<file path="src/rtl/validacion_pkg.sv">
// Shared encodings and defaults for the entry-validation controller.
package validacion_pkg;

    localparam logic [2:0] ST_IDLE    = 3'd0;
    localparam logic [2:0] ST_ETAPA_T = 3'd1;
    localparam logic [2:0] ST_ETAPA_P = 3'd2;
    localparam logic [2:0] ST_ETAPA_B = 3'd3;
    localparam logic [2:0] ST_BLOQUEO = 3'd4;

    typedef enum logic [2:0] {
        IDLE    = ST_IDLE,
        ETAPA_T = ST_ETAPA_T,
        ETAPA_P = ST_ETAPA_P,
        ETAPA_B = ST_ETAPA_B,
        BLOQUEO = ST_BLOQUEO
    } estado_t;

    localparam logic [1:0] ETAPA_NINGUNA = 2'd0;
    localparam logic [1:0] ETAPA_COD_T   = 2'd1;
    localparam logic [1:0] ETAPA_COD_P   = 2'd2;
    localparam logic [1:0] ETAPA_COD_B   = 2'd3;

    localparam int DEF_DATA_W         = 4;
    localparam int DEF_TIMEOUT        = 1000;
    localparam int DEF_MAX_INTENTOS   = 3;
    localparam int DEF_BLOQUEO_CICLOS = 5000;

    // Counter width for a limit; a limit of 1 still needs one bit of storage.
    function automatic int ancho_contador(input int limite);
        return (limite > 1) ? $clog2(limite) : 1;
    endfunction

endpackage

</file>
<file path="src/rtl/contador_limite.sv">
// Loadable up-counter with clear and enable; fin flags the count LIMITE-1.
module contador_limite #(
    parameter int LIMITE = 8,
    parameter int W      = (LIMITE > 1) ? $clog2(LIMITE) : 1
) (
    input  logic         clk,
    input  logic         reset,
    input  logic         clr,
    input  logic         load,
    input  logic [W-1:0] valor,
    input  logic         en,
    output logic         fin
);

    localparam logic [W-1:0] TERMINAL = W'(LIMITE - 1);

    logic [W-1:0] cuenta;

    // Count register: clear beats load, load beats enable.
    always_ff @(posedge clk or posedge reset) begin
        if (reset)
            cuenta <= '0;
        else if (clr)
            cuenta <= '0;
        else if (load)
            cuenta <= valor;
        else if (en)
            cuenta <= cuenta + 1'b1;
    end

    assign fin = (cuenta == TERMINAL);

endmodule

</file>
<file path="src/rtl/control_validacion.sv">
// Three-stage code validation controller with stage timeout and attempt lockout.
//
// state   | meaning
// IDLE    | waiting for iniciar; entries ignored
// ETAPA_T | expecting clave_t
// ETAPA_P | expecting clave_p
// ETAPA_B | expecting clave_b
// BLOQUEO | too many wrong entries; all inputs ignored until the lockout expires
module control_validacion
    import validacion_pkg::*;
#(
    parameter int DATA_W         = DEF_DATA_W,
    parameter int TIMEOUT        = DEF_TIMEOUT,
    parameter int MAX_INTENTOS   = DEF_MAX_INTENTOS,
    parameter int BLOQUEO_CICLOS = DEF_BLOQUEO_CICLOS
) (
    input  logic              clk,
    input  logic              reset,
    input  logic              iniciar,
    input  logic [DATA_W-1:0] dato,
    input  logic              dato_valido,
    input  logic [DATA_W-1:0] clave_t,
    input  logic [DATA_W-1:0] clave_p,
    input  logic [DATA_W-1:0] clave_b,
    output logic              validat,
    output logic              validap,
    output logic              validab,
    output logic [1:0]        etapa,
    output logic              error,
    output logic              tiempo_agotado,
    output logic              bloqueo,
    output logic [1:0]        intentos
);

    localparam int TW  = ancho_contador(TIMEOUT);
    localparam int BW  = ancho_contador(BLOQUEO_CICLOS);
    localparam int IWC = ancho_contador(MAX_INTENTOS + 1);
    localparam int IW  = (IWC < 2) ? 2 : IWC;
    localparam logic [IW-1:0] ATT_MAX = IW'(MAX_INTENTOS);

    estado_t           estado;
    logic [IW-1:0]     att;
    logic [IW-1:0]     att_inc;
    logic [1:0]        att_inc_sat;
    logic [DATA_W-1:0] clave_sel;
    logic              en_etapa;
    logic              acierto;
    logic              t_en;
    logic              t_fin;
    logic              b_en;
    logic              b_fin;

    // Select the code belonging to the current stage.
    always_comb begin
        clave_sel = clave_t;
        case (estado)
            ETAPA_P: clave_sel = clave_p;
            ETAPA_B: clave_sel = clave_b;
            default: clave_sel = clave_t;
        endcase
    end

    assign en_etapa    = (estado == ETAPA_T) || (estado == ETAPA_P) || (estado == ETAPA_B);
    assign acierto     = (dato == clave_sel);
    assign att_inc     = att + 1'b1;
    assign att_inc_sat = (att_inc > IW'(3)) ? 2'd3 : 2'(att_inc);

    // Timeout counter only runs through idle stage cycles; any entry or expiry restarts it.
    assign t_en = en_etapa && !dato_valido && !t_fin;
    assign b_en = (estado == BLOQUEO) && !b_fin;

    contador_limite #(.LIMITE(TIMEOUT), .W(TW)) u_timeout (
        .clk   (clk),
        .reset (reset),
        .clr   (!t_en),
        .load  (1'b0),
        .valor ('0),
        .en    (t_en),
        .fin   (t_fin)
    );

    contador_limite #(.LIMITE(BLOQUEO_CICLOS), .W(BW)) u_bloqueo (
        .clk   (clk),
        .reset (reset),
        .clr   (!b_en),
        .load  (1'b0),
        .valor ('0),
        .en    (b_en),
        .fin   (b_fin)
    );

    // Sequencing FSM with registered pulses, stage code, lockout level and attempt count.
    always_ff @(posedge clk or posedge reset) begin
        if (reset) begin
            estado         <= IDLE;
            etapa          <= ETAPA_NINGUNA;
            validat        <= 1'b0;
            validap        <= 1'b0;
            validab        <= 1'b0;
            error          <= 1'b0;
            tiempo_agotado <= 1'b0;
            bloqueo        <= 1'b0;
            intentos       <= 2'd0;
            att            <= '0;
        end else begin
            validat        <= 1'b0;
            validap        <= 1'b0;
            validab        <= 1'b0;
            error          <= 1'b0;
            tiempo_agotado <= 1'b0;
            case (estado)
                IDLE: begin
                    if (iniciar) begin
                        estado   <= ETAPA_T;
                        etapa    <= ETAPA_COD_T;
                        att      <= '0;
                        intentos <= 2'd0;
                    end
                end
                ETAPA_T, ETAPA_P, ETAPA_B: begin
                    if (dato_valido) begin
                        if (acierto) begin
                            case (estado)
                                ETAPA_T: begin
                                    validat <= 1'b1;
                                    estado  <= ETAPA_P;
                                    etapa   <= ETAPA_COD_P;
                                end
                                ETAPA_P: begin
                                    validap <= 1'b1;
                                    estado  <= ETAPA_B;
                                    etapa   <= ETAPA_COD_B;
                                end
                                default: begin
                                    validab <= 1'b1;
                                    estado  <= IDLE;
                                    etapa   <= ETAPA_NINGUNA;
                                end
                            endcase
                        end else begin
                            error    <= 1'b1;
                            att      <= att_inc;
                            intentos <= att_inc_sat;
                            if (att_inc == ATT_MAX) begin
                                estado  <= BLOQUEO;
                                etapa   <= ETAPA_NINGUNA;
                                bloqueo <= 1'b1;
                            end
                        end
                    end else if (t_fin) begin
                        tiempo_agotado <= 1'b1;
                        estado         <= IDLE;
                        etapa          <= ETAPA_NINGUNA;
                    end
                end
                BLOQUEO: begin
                    if (b_fin) begin
                        estado   <= IDLE;
                        bloqueo  <= 1'b0;
                        att      <= '0;
                        intentos <= 2'd0;
                    end
                end
                default: begin
                    estado <= IDLE;
                    etapa  <= ETAPA_NINGUNA;
                end
            endcase
        end
    end

endmodule

</file>
<file path="config.mk">
export PLATFORM = sky130hd
export DESIGN_NAME = control_validacion
export DESIGN_NICKNAME = d
export VERILOG_FILES = /design/src/rtl/validacion_pkg.sv /design/src/rtl/contador_limite.sv /design/src/rtl/control_validacion.sv
export SDC_FILE = /design/constraint.sdc
export NUM_CORES = 1
export LEC_CHECK = 0
export BUFFER_PORTS_ARGS = -buffer_cell sky130_fd_sc_hd__buf_2
export CELL_PAD_IN_SITES_DETAIL_PLACEMENT = 0
export CELL_PAD_IN_SITES_GLOBAL_PLACEMENT = 1
export CORE_MARGIN = 2
export CORE_UTILIZATION = 35
export DETAILED_ROUTE_END_ITERATION = 8
export PLACE_DENSITY_LB_ADDON = 0.2
export SYNTH_ARGS = -nofsm -noshare
export SYNTH_HDL_FRONTEND = slang
export SYNTH_SLANG_ARGS = --single-unit
</file>
<file path="constraint.sdc">
create_clock -name clk -period 2.4 [get_ports clk]
set_input_delay 0.48 -clock clk [delete_from_list [all_inputs] [get_ports clk]]
set_output_delay 0.48 -clock clk [all_outputs]
set_load 0.03 [all_outputs]
</file>
==> out/results.ini, run 1 <==
[outcome]
status = complete, no violations

[critical_path]
worst-endpoint-arrival_ns = 2.30
crit_type = reg -> reg
critPathCaptureType = register
cp_slowest_stage_delay_ns = 0.55
crit_chain = mux2i_1, mux2i_1, nor4_2, or4_4, clkinv_2, nand2b_1, a32o_1
setup.worst_path.start_class = register
path_max_fanout = 5
slowest_stage = or4_4
path_common_cell = mux2i_1
cp.required_ns = 2.57

[timing]
skew_ns = 0.007360
rsz0062_at_grt = no
tns_ns = 0
period_minus_slack_ns = 2.123
hold_viol = 0
setup_ws_ns = 0.2765
drv_slew = 0
finalSetupViolCount = 0
slew_headroom_pct = 65.99
fmax_ghz = 0.4709
worstMarginPinSlew_ns = 0.5086
fin_crit_sh_pct = 88.48

[yosys]
avgSynthCellArea_um2 = 10.16
ys_ff_latch = 36
synth_edf_count = 0
synth_warnings = 0
synth_flop_cell = dfrtp_1
synth_cells = 178
synth_area_um2 = 1808
synth.yosys.seq_area_share_pct = 49.83
syn-num-nets = 201
synth.distinct_cells = 36
synthArstFlopShare_pct = 100.0

[clocking]
cts_setup_buffers = 0
cts_tree = done
clkSinkCount = 36
htreeDepth = 2
holdBufCountCts = 0
numCtsBuffers = 5
cts_root_buffer = clkbuf_8
clockBufferDepth = 2
clkLatencyLatePin_ns = 0.28
path_clk_slew_ns = 0.07
cts_resized = 0

[final_layout]
mostFrequentLayoutCell = dfrtp_1
layout_common_cells = dfrtp_1, nor2_1, buf_2
final_nets = 236
syn_to_final_growth_pct = 17.92
drive_gt1_share_pct = 20.56
n_antenna_cell = 0

[global_route]
overflow = 0
antenna_found_initial = 0
grt_pass1_wl_um = 5754
grt_max_degree = 37
grt_pass1_vias = 1303
grt_usage_pct = 13.41

[route]
post_drt_wl_per_cell_um = 11.92
vias = 1330
drt_iter0_markers = 68
wl_um = 3385
viasPerCell = 4.683
drtAntennaViolNets = 0
drc = 0
dr.pass1.iters = 4

[floorplan]
dieArea_um2 = 5756
die_height_um = 75.87
die_w_um = 75.87
fp-row-count = 26
core_area_um2 = 5042
ios = 30
initial_core_util_pct = 35.86

[pwr]
peakVddDrop_uv = 256.0
p_leak_uw = 0.001007
powerDensity_nw_per_um2 = 766.8
power.total_uw = 1635

[place]
gp_congestion = 0.8007
place_hpwl_um = 2561
pre_cts_ws_ns = 0.2669
numPortBuffers = 29

[hold_path]
hold_path_class = in -> async

[job]
cap_viol_max_count = 0

-- state kept, by name, indices dropped and copies added, names as in the netlist --
signal            count
validat               1
u_bloqueo.cuenta     13
etapa                 2
att                   1
validab               1
tiempo_agotado        1
error                 1
bloqueo               1
u_timeout.cuenta     10
validap               1
estado                3
intentos              1
-- kinds of logic (layout without fill, tap and decap cells) --
family | Yosys count | count (layout) | share of synthesized area [%]
xor+xnor | 27 | 27 | 13.08
flops | 36 | 36 | 49.83
buf+inv | 13 | 49 | 3.322
mux | 6 | 6 | 3.391
fa+ha+maj | 3 | 3 | 2.076
simple gates | 81 | 81 | 23.46
compound gates | 12 | 12 | 4.845
-- metal layers --
metal / up-vias / wire [µm] / GRT usage, %
li1: 668 / - / -
met3: 4 / 110 / 4.497
met4: 0 / 40 / 4.678
met2: 18 / 1633 / 21.26
met5: - / 0 / 0
met1: 640 / 1601 / 17.14
-- through the flow --
step	hold WS [ns]	utilization, %	std cells	cell area [µm²]
after CTS	0.2966	42.28	284	2132
after global routing	0.3241	42.28	284	2132
after detailed placement	0.4552	40.50	276	2042
final	0.2884	42.28	284	2132
after global placement	0.4470	40.50	276	2042
after floorplan	0.4329	-	178	1808
-- final timing paths --
| path | startpoint | endpoint | slack [ns] | cells after the start |
|---|---|---|---|---|
| worst min-delay path | reset | u_bloqueo.cuenta[11]$_DFF_PP0_ | 0.29 | 3 |
| worst max register to register | estado[0]$_DFFE_PP0P_ | estado[0]$_DFFE_PP0P_ | 0.28 | 7 |
| min in group clk | dato_valido | validap$_DFF_PP0_ | 0.46 | 3 |
| worst min register to register | u_timeout.cuenta[0]$_DFF_PP0_ | u_timeout.cuenta[0]$_DFF_PP0_ | 0.46 | 1 |
| max in group asynchronous | reset | validat$_DFF_PP0_ | 1.80 | 3 |
| worst max-delay path | estado[0]$_DFFE_PP0P_ | estado[0]$_DFFE_PP0P_ | 0.28 | 7 |
-- report_power, final --
| group | switching (µW) | total (µW) | internal, µW | leakage, µW |
|---|---|---|---|---|
| Combinational | 279 | 481 | 202 | 0.000471 |
| Clock | 202 | 436 | 234 | 0.0000455 |
| Sequential | 55.7 | 718 | 662 | 0.000490 |
| Total | 537 | 1630 | 1100 | 0.00101 |
-- Yosys cell counts (all sizes together), types with 2 or more instances --
library cell   n  share of area (%)
a21o           3                1.2
a32o           2                1.1
and2           3                1.0
and3           6                2.1
and3b          2               0.97
buf            3                1.2
clkbuf         2               0.42
dfrtp         36                 50
ha             3                2.1
inv            7                1.5
mux2i          5                2.8
nand2         10                2.1
nand2b         4                1.4
nand3          8                2.2
nand4          2               0.69
nor2          31                6.6
nor3           3               0.83
nor3b          2               0.83
nor4           3                1.4
nor4b          2               0.97
o21ai          4                1.1
xnor2         14                6.8
xor2          13                6.3
-- layout make-up --
| type | instances | area, µm² |
|---|---|---|
| Multi-Input combinational cell | 129 | 847.1 |
| Timing Repair Buffer | 33 | 175.2 |
| Inverter | 8 | 31.28 |
| Clock buffer | 8 | 90.09 |
| Fill cell | 519 | 2910 |
| Sequential cell | 36 | 900.9 |
| Tap cell | 70 | 87.58 |
-- worst max-delay path, delay by kind of cell, from the launching register on --
kind | cells | cell delay, ns
AO/OA/AOI/OAI | 1 | 0.25
flip-flops | 1 | 0.49
AND/OR/NAND/NOR | 3 | 0.70
buffers and inverters | 1 | 0.08
multiplexers | 2 | 0.49
Power figures use the tool's default switching activity.
==> run 2, diff against run 1 <==
--- a/config.mk
+++ b/config.mk
@@ -9,7 +9,7 @@
 export CELL_PAD_IN_SITES_DETAIL_PLACEMENT = 0
 export CELL_PAD_IN_SITES_GLOBAL_PLACEMENT = 1
 export CORE_MARGIN = 2
-export CORE_UTILIZATION = 35
+export CORE_UTILIZATION = 38
 export DETAILED_ROUTE_END_ITERATION = 8
 export PLACE_DENSITY_LB_ADDON = 0.2
 export SYNTH_ARGS = -nofsm -noshare
==> run 2 against run 1 <==
Net effect: non-clock buffer count grew 1; count of clock-buffer cells in the layout shrank 3; register-to-register slack gained 0.02 ns; die area shrank 7.5%; combinational power grew 3%; clock skew grew 0.00061 ns; critical path depth is the same; sequential power is essentially flat; clock power grew 23%; critical path type unchanged; largest power group unchanged.
==> out/results.ini, run 2 (same netlist as run 1, synthesis figures left out) <==
[final_layout]
multiInputGateArea_um2 = 847.1
final_nets = 237
instances_no_fill = 269
syn_to_final_growth_pct = 18.41
drive_gt1_share_pct = 21.86
layout_common_cells = dfrtp_1, nor2_1, buf_2
final_cell_area_um2 = 2141
largest_reg_flops = 13
fill_cells = 436
n_antenna_cell = 0
reg_top3 = u_bloqueo.cuenta (13), u_timeout.cuenta (10), estado (3)
register_area_um2 = 900.9
largest_register = u_bloqueo.cuenta
mostFrequentLayoutCell = dfrtp_1

[place]
place_hpwl_um = 2581
numPortBuffers = 29
pre_cts_ws_ns = 0.2723
dp.cells = 261
place_area_um2 = 2029
gp_congestion = 0.7627

[hold_path]
hold_path_class = in -> async

[critical_path]
path_delay_family = simple AND/OR/NAND/NOR gates
critPathCaptureType = register
crit_type = reg -> reg
regToRegStartpoint = estado[0]$_DFFE_PP0P_
worst-endpoint-arrival_ns = 2.29
cp.required_ns = 2.58
cp_slowest_stage_delay_ns = 0.55
path_max_fanout = 5
crit_buf_inv = 1
path_common_cell = mux2i_1
setup.worst_path.start_class = register
slowest_stage = or4_4
crit_path_start = estado[0]$_DFFE_PP0P_
crit_chain = mux2i_1, mux2i_1, nor4_2, or4_4, clkinv_2, nand2b_1, a32o_1

[floorplan]
dieArea_um2 = 5325
ios = 30
fp-row-count = 25
die_height_um = 72.98
core_area_um2 = 4661
die_w_um = 72.98
initial_core_util_pct = 38.79

[job]
cap_viol_max_count = 0

[clocking]
cts_tree = done
cts_root_buffer = clkbuf_8
cts_resized = 0
htreeDepth = 2
clkSinkCount = 36
holdBufCountCts = 0
clkLatencyLatePin_ns = 0.29
cts_setup_buffers = 0
numCtsBuffers = 5
path_clk_slew_ns = 0.08
clockBufferDepth = 2

[route]
drt_iter0_markers = 68
wl_um = 3452
vias = 1325
drtAntennaViolNets = 0
dr.pass1.iters = 4
drc = 0
viasPerCell = 4.926
post_drt_wl_per_cell_um = 12.83

[timing]
skew_ns = 0.007966
drv_slew = 0
setup_ws_ns = 0.2962
tns_ns = 0
fmax_ghz = 0.4753
period_minus_slack_ns = 2.104
worstMarginPinSlew_ns = 0.4849
rsz0062_at_grt = no
holdWs_ns = 0.2730
finalSetupViolCount = 0
fin_crit_sh_pct = 87.66
slew_headroom_pct = 67.38
hold_viol = 0

[global_route]
overflow = 0
grt_max_degree = 37
grt_usage_pct = 14.55
antenna_found_initial = 0
grt_pass1_wl_um = 5975
grt_pass1_vias = 1384

[pwr]
powerDensity_nw_per_um2 = 816.2
p_leak_uw = 0.001020
peakVddDrop_uv = 389.3

[outcome]
status = complete, no violations

[run 2: metal layers]
metal	routed length (µm)	part of all wire, %	up-vias	global-route usage (%)
met5	0	0	-	0
met4	28	0.81	0	4.321
met3	150	4.3	4	4.972
met2	1692	49	17	23.84
met1	1580	46	635	18.21
li1	-	-	669	-
[run 2: path summary, 6_finish.rpt]
check	endpoint	slack, ns	depth (start not counted)
setup / recovery	etapa[0]$_DFFE_PP0P_	0.30	7
setup reg to reg	etapa[0]$_DFFE_PP0P_	0.30	7
max in group asynchronous	u_bloqueo.cuenta[6]$_DFF_PP0_	1.80	3
hold reg to reg	u_timeout.cuenta[0]$_DFF_PP0_	0.46	1
min in group clk	validap$_DFF_PP0_	0.45	3
hold / removal	u_timeout.cuenta[9]$_DFF_PP0_	0.27	3
[run 2: report_power, final]
part	internal (µW)	total [µW]	switching (µW)	leakage, µW
logic	214	495	281	0.000475
clock network	307	538	230	0.0000541
registers	662	715	52.9	0.000490
total	1180	1750	565	0.00102
[run 2: worst register-to-register path: cells and delay by family (launching register included)]
family | cells | cell delay (ns)
DFF | 1 | 0.49
muxes | 2 | 0.48
and+or+nand+nor | 3 | 0.70
AOI/OAI and AO/OA | 1 | 0.25
buffers and inverters | 1 | 0.08
[run 2: area by class of cell]
| cell class | count | area share (%) |
|---|---|---|
| Multi-Input combinational cell | 129 | 39.57 |
| Sequential cell | 36 | 42.08 |
| Timing Repair Buffer | 34 | 8.533 |
| Clock inverter | 3 | 1.987 |
| Tap cell | 54 | 3.156 |
| Inverter | 8 | 1.461 |
| Clock buffer | 5 | 3.214 |
[run 2: per-stage QoR]
| stage | util [%] | total power (µW) |
|---|---|---|
| 5_1_grt | 45.93 | 1851 |
| 3_5_place_dp | 43.54 | 1226 |
| 3_3_place_gp | 43.54 | 1221 |
| 6_report | 45.93 | 1747 |
| 2_1_floorplan | - | 1088 |
| 4_1_cts | 45.93 | 1769 |
==> run 3, diff against run 2 <==
--- a/config.mk
+++ b/config.mk
@@ -11,7 +11,7 @@
 export CORE_MARGIN = 2
 export CORE_UTILIZATION = 38
 export DETAILED_ROUTE_END_ITERATION = 8
-export PLACE_DENSITY_LB_ADDON = 0.2
+export PLACE_DENSITY_LB_ADDON = 0.1
 export SYNTH_ARGS = -nofsm -noshare
 export SYNTH_HDL_FRONTEND = slang
 export SYNTH_SLANG_ARGS = --single-unit
==> run 3 against run 2 <==
Net effect: flip-flop and latch count unchanged; global-route usage rose by 0.47 points; first-iteration DRC count shrank 32%; clock power is 17% lower; worst setup slack worse by 0.077 ns; final cell count did not move.
==> out/results.ini, run 3 (same netlist as run 1, synthesis figures left out) <==
[critical_path]
cp.required_ns = 2.58
worstSetupEndpoint = estado[0]$_DFFE_PP0P_
path_max_fanout = 8
r2r_end = estado[0]$_DFFE_PP0P_
worst-endpoint-arrival_ns = 2.36
setup.worst_path.start_class = register
regToRegStartpoint = estado[0]$_DFFE_PP0P_
worstRegToRegCells = 7
critPathCaptureType = register
ff2ff_setup_slack_ns = 0.22
crit_type = reg -> reg
crit_path_start = estado[0]$_DFFE_PP0P_

[floorplan]
ios = 30
dieArea_um2 = 5325
fp-row-count = 25
die_w_um = 72.98
die_height_um = 72.98
initial_core_util_pct = 38.79
core_area_um2 = 4661

[timing]
fmax_ghz = 0.4586
slew_headroom_pct = 65.80
drv_slew = 0
finalSetupViolCount = 0
tns_ns = 0
period_minus_slack_ns = 2.181
worstMarginPinSlew_ns = 0.5083
rsz0062_at_grt = no
skew_ns = 0.01130
fin_crit_sh_pct = 90.86
hold_viol = 0

[place]
gp_congestion = 0.7476
numPortBuffers = 29
place_area_um2 = 2029
place_hpwl_um = 2609

[route]
wl_um = 3505
drt_iter0_markers = 46
viasPerCell = 4.922
post_drt_wl_per_cell_um = 13.03
drc = 0
drtAntennaViolNets = 0
vias = 1324
dr.pass1.iters = 4

[global_route]
grt_usage_pct = 15.02
grt_pass1_wl_um = 6182
overflow = 0
grt_pass1_vias = 1398
grt_max_degree = 37
antenna_found_initial = 0

[clocking]
numCtsBuffers = 5
cts_setup_buffers = 0
htreeDepth = 2
clockBufferDepth = 2
clkLatencyLatePin_ns = 0.29
holdBufCountCts = 0
path_clk_slew_ns = 0.08
cts_resized = 0
cts_root_buffer = clkbuf_8
cts_tree = done
clkSinkCount = 36

[final_layout]
n_antenna_cell = 0
final_util_pct = 45.53
largest_register = u_bloqueo.cuenta
syn_to_final_growth_pct = 17.37
largest_reg_flops = 13
final_nets = 237
mostFrequentLayoutCell = dfrtp_1
final_cell_area_um2 = 2122
drive_gt1_share_pct = 21.86
reg_top3 = u_bloqueo.cuenta (13), u_timeout.cuenta (10), estado (3)
layout_common_cells = dfrtp_1, nor2_1, buf_2

[pwr]
power.total_uw = 1657
p_leak_uw = 0.001017
powerDensity_nw_per_um2 = 780.9
peakVddDrop_uv = 419.5

[job]
cap_viol_max_count = 0

[hold_path]
hold_path_class = in -> async

[outcome]
status = complete, no violations

## run 3: cell count changes in the layout (fill, tap and decap cells not counted), sizes merged
cell | before | now
clkbuf | 5 | 6
clkinvlp | 1 | 0
clkinv | 2 | 3
bufinv | 1 | 0
## run 3: cell type report
cell class / count / area [µm²]
multi-input cells: 129 / 847.1
clock inverters: 2 / 10.01
clock buffers: 6 / 82.58
inverters: 8 / 31.28
repair buffers: 34 / 182.7
well taps: 54 / 67.56
flip-flops and latches: 36 / 900.9
fillers: 456 / 2539
## run 3: per-stage QoR
stage | std cells | setup slack [ns] | hold slack, ns
2_1_floorplan | 178 | 0.3872 | 0.4329
3_3_place_gp | 261 | 0.2581 | 0.4477
3_5_place_dp | 261 | 0.2213 | 0.4584
4_1_cts | 269 | 0.1943 | 0.3035
5_1_grt | 269 | 0.07908 | 0.3241
6_report | 269 | 0.2193 | 0.2845
## run 3: power by group
| part | leakage [µW] | total (µW) | switching (µW) | internal, µW |
|---|---|---|---|---|
| Clock | 0.0000510 | 449 | 220 | 229 |
| Sequential | 0.000490 | 720 | 58.3 | 662 |
| Combinational | 0.000475 | 488 | 274 | 214 |
## run 3: worst min path at each step
stage,from,to,slack [ns],cells after the start
final,reset,validap$_DFF_PP0_,0.28,3
after global routing,reset,u_timeout.cuenta[7]$_DFF_PP0_,0.32,3
after CTS,reset,bloqueo$_DFFE_PP0P_,0.30,3
after detailed placement,u_timeout.cuenta[0]$_DFF_PP0_,u_timeout.cuenta[0]$_DFF_PP0_,0.46,1
after global placement,u_timeout.cuenta[0]$_DFF_PP0_,u_timeout.cuenta[0]$_DFF_PP0_,0.45,1
after floorplan,u_timeout.cuenta[0]$_DFF_PP0_,u_timeout.cuenta[0]$_DFF_PP0_,0.43,1
## run 3: worst max-delay path, stage by stage, from the launching register on
cell	delay, ns
dfrtp_1	0.54
mux2i_1	0.25
mux2i_1	0.25
nor4_2	0.07
or4_4	0.55
clkinv_2	0.09
nand2b_1	0.07
a32o_1	0.25
## run 3: metal layers
metal / wire length, µm / up-vias / share of wire [%] / track usage [%]
li1: - / 670 / - / -
met1: 1631 / 633 / 47 / 18.57
met2: 1715 / 16 / 49 / 25.15
met3: 110 / 5 / 3.1 / 4.420
met4: 48 / 0 / 1.4 / 4.938
met5: 0 / - / 0 / 0
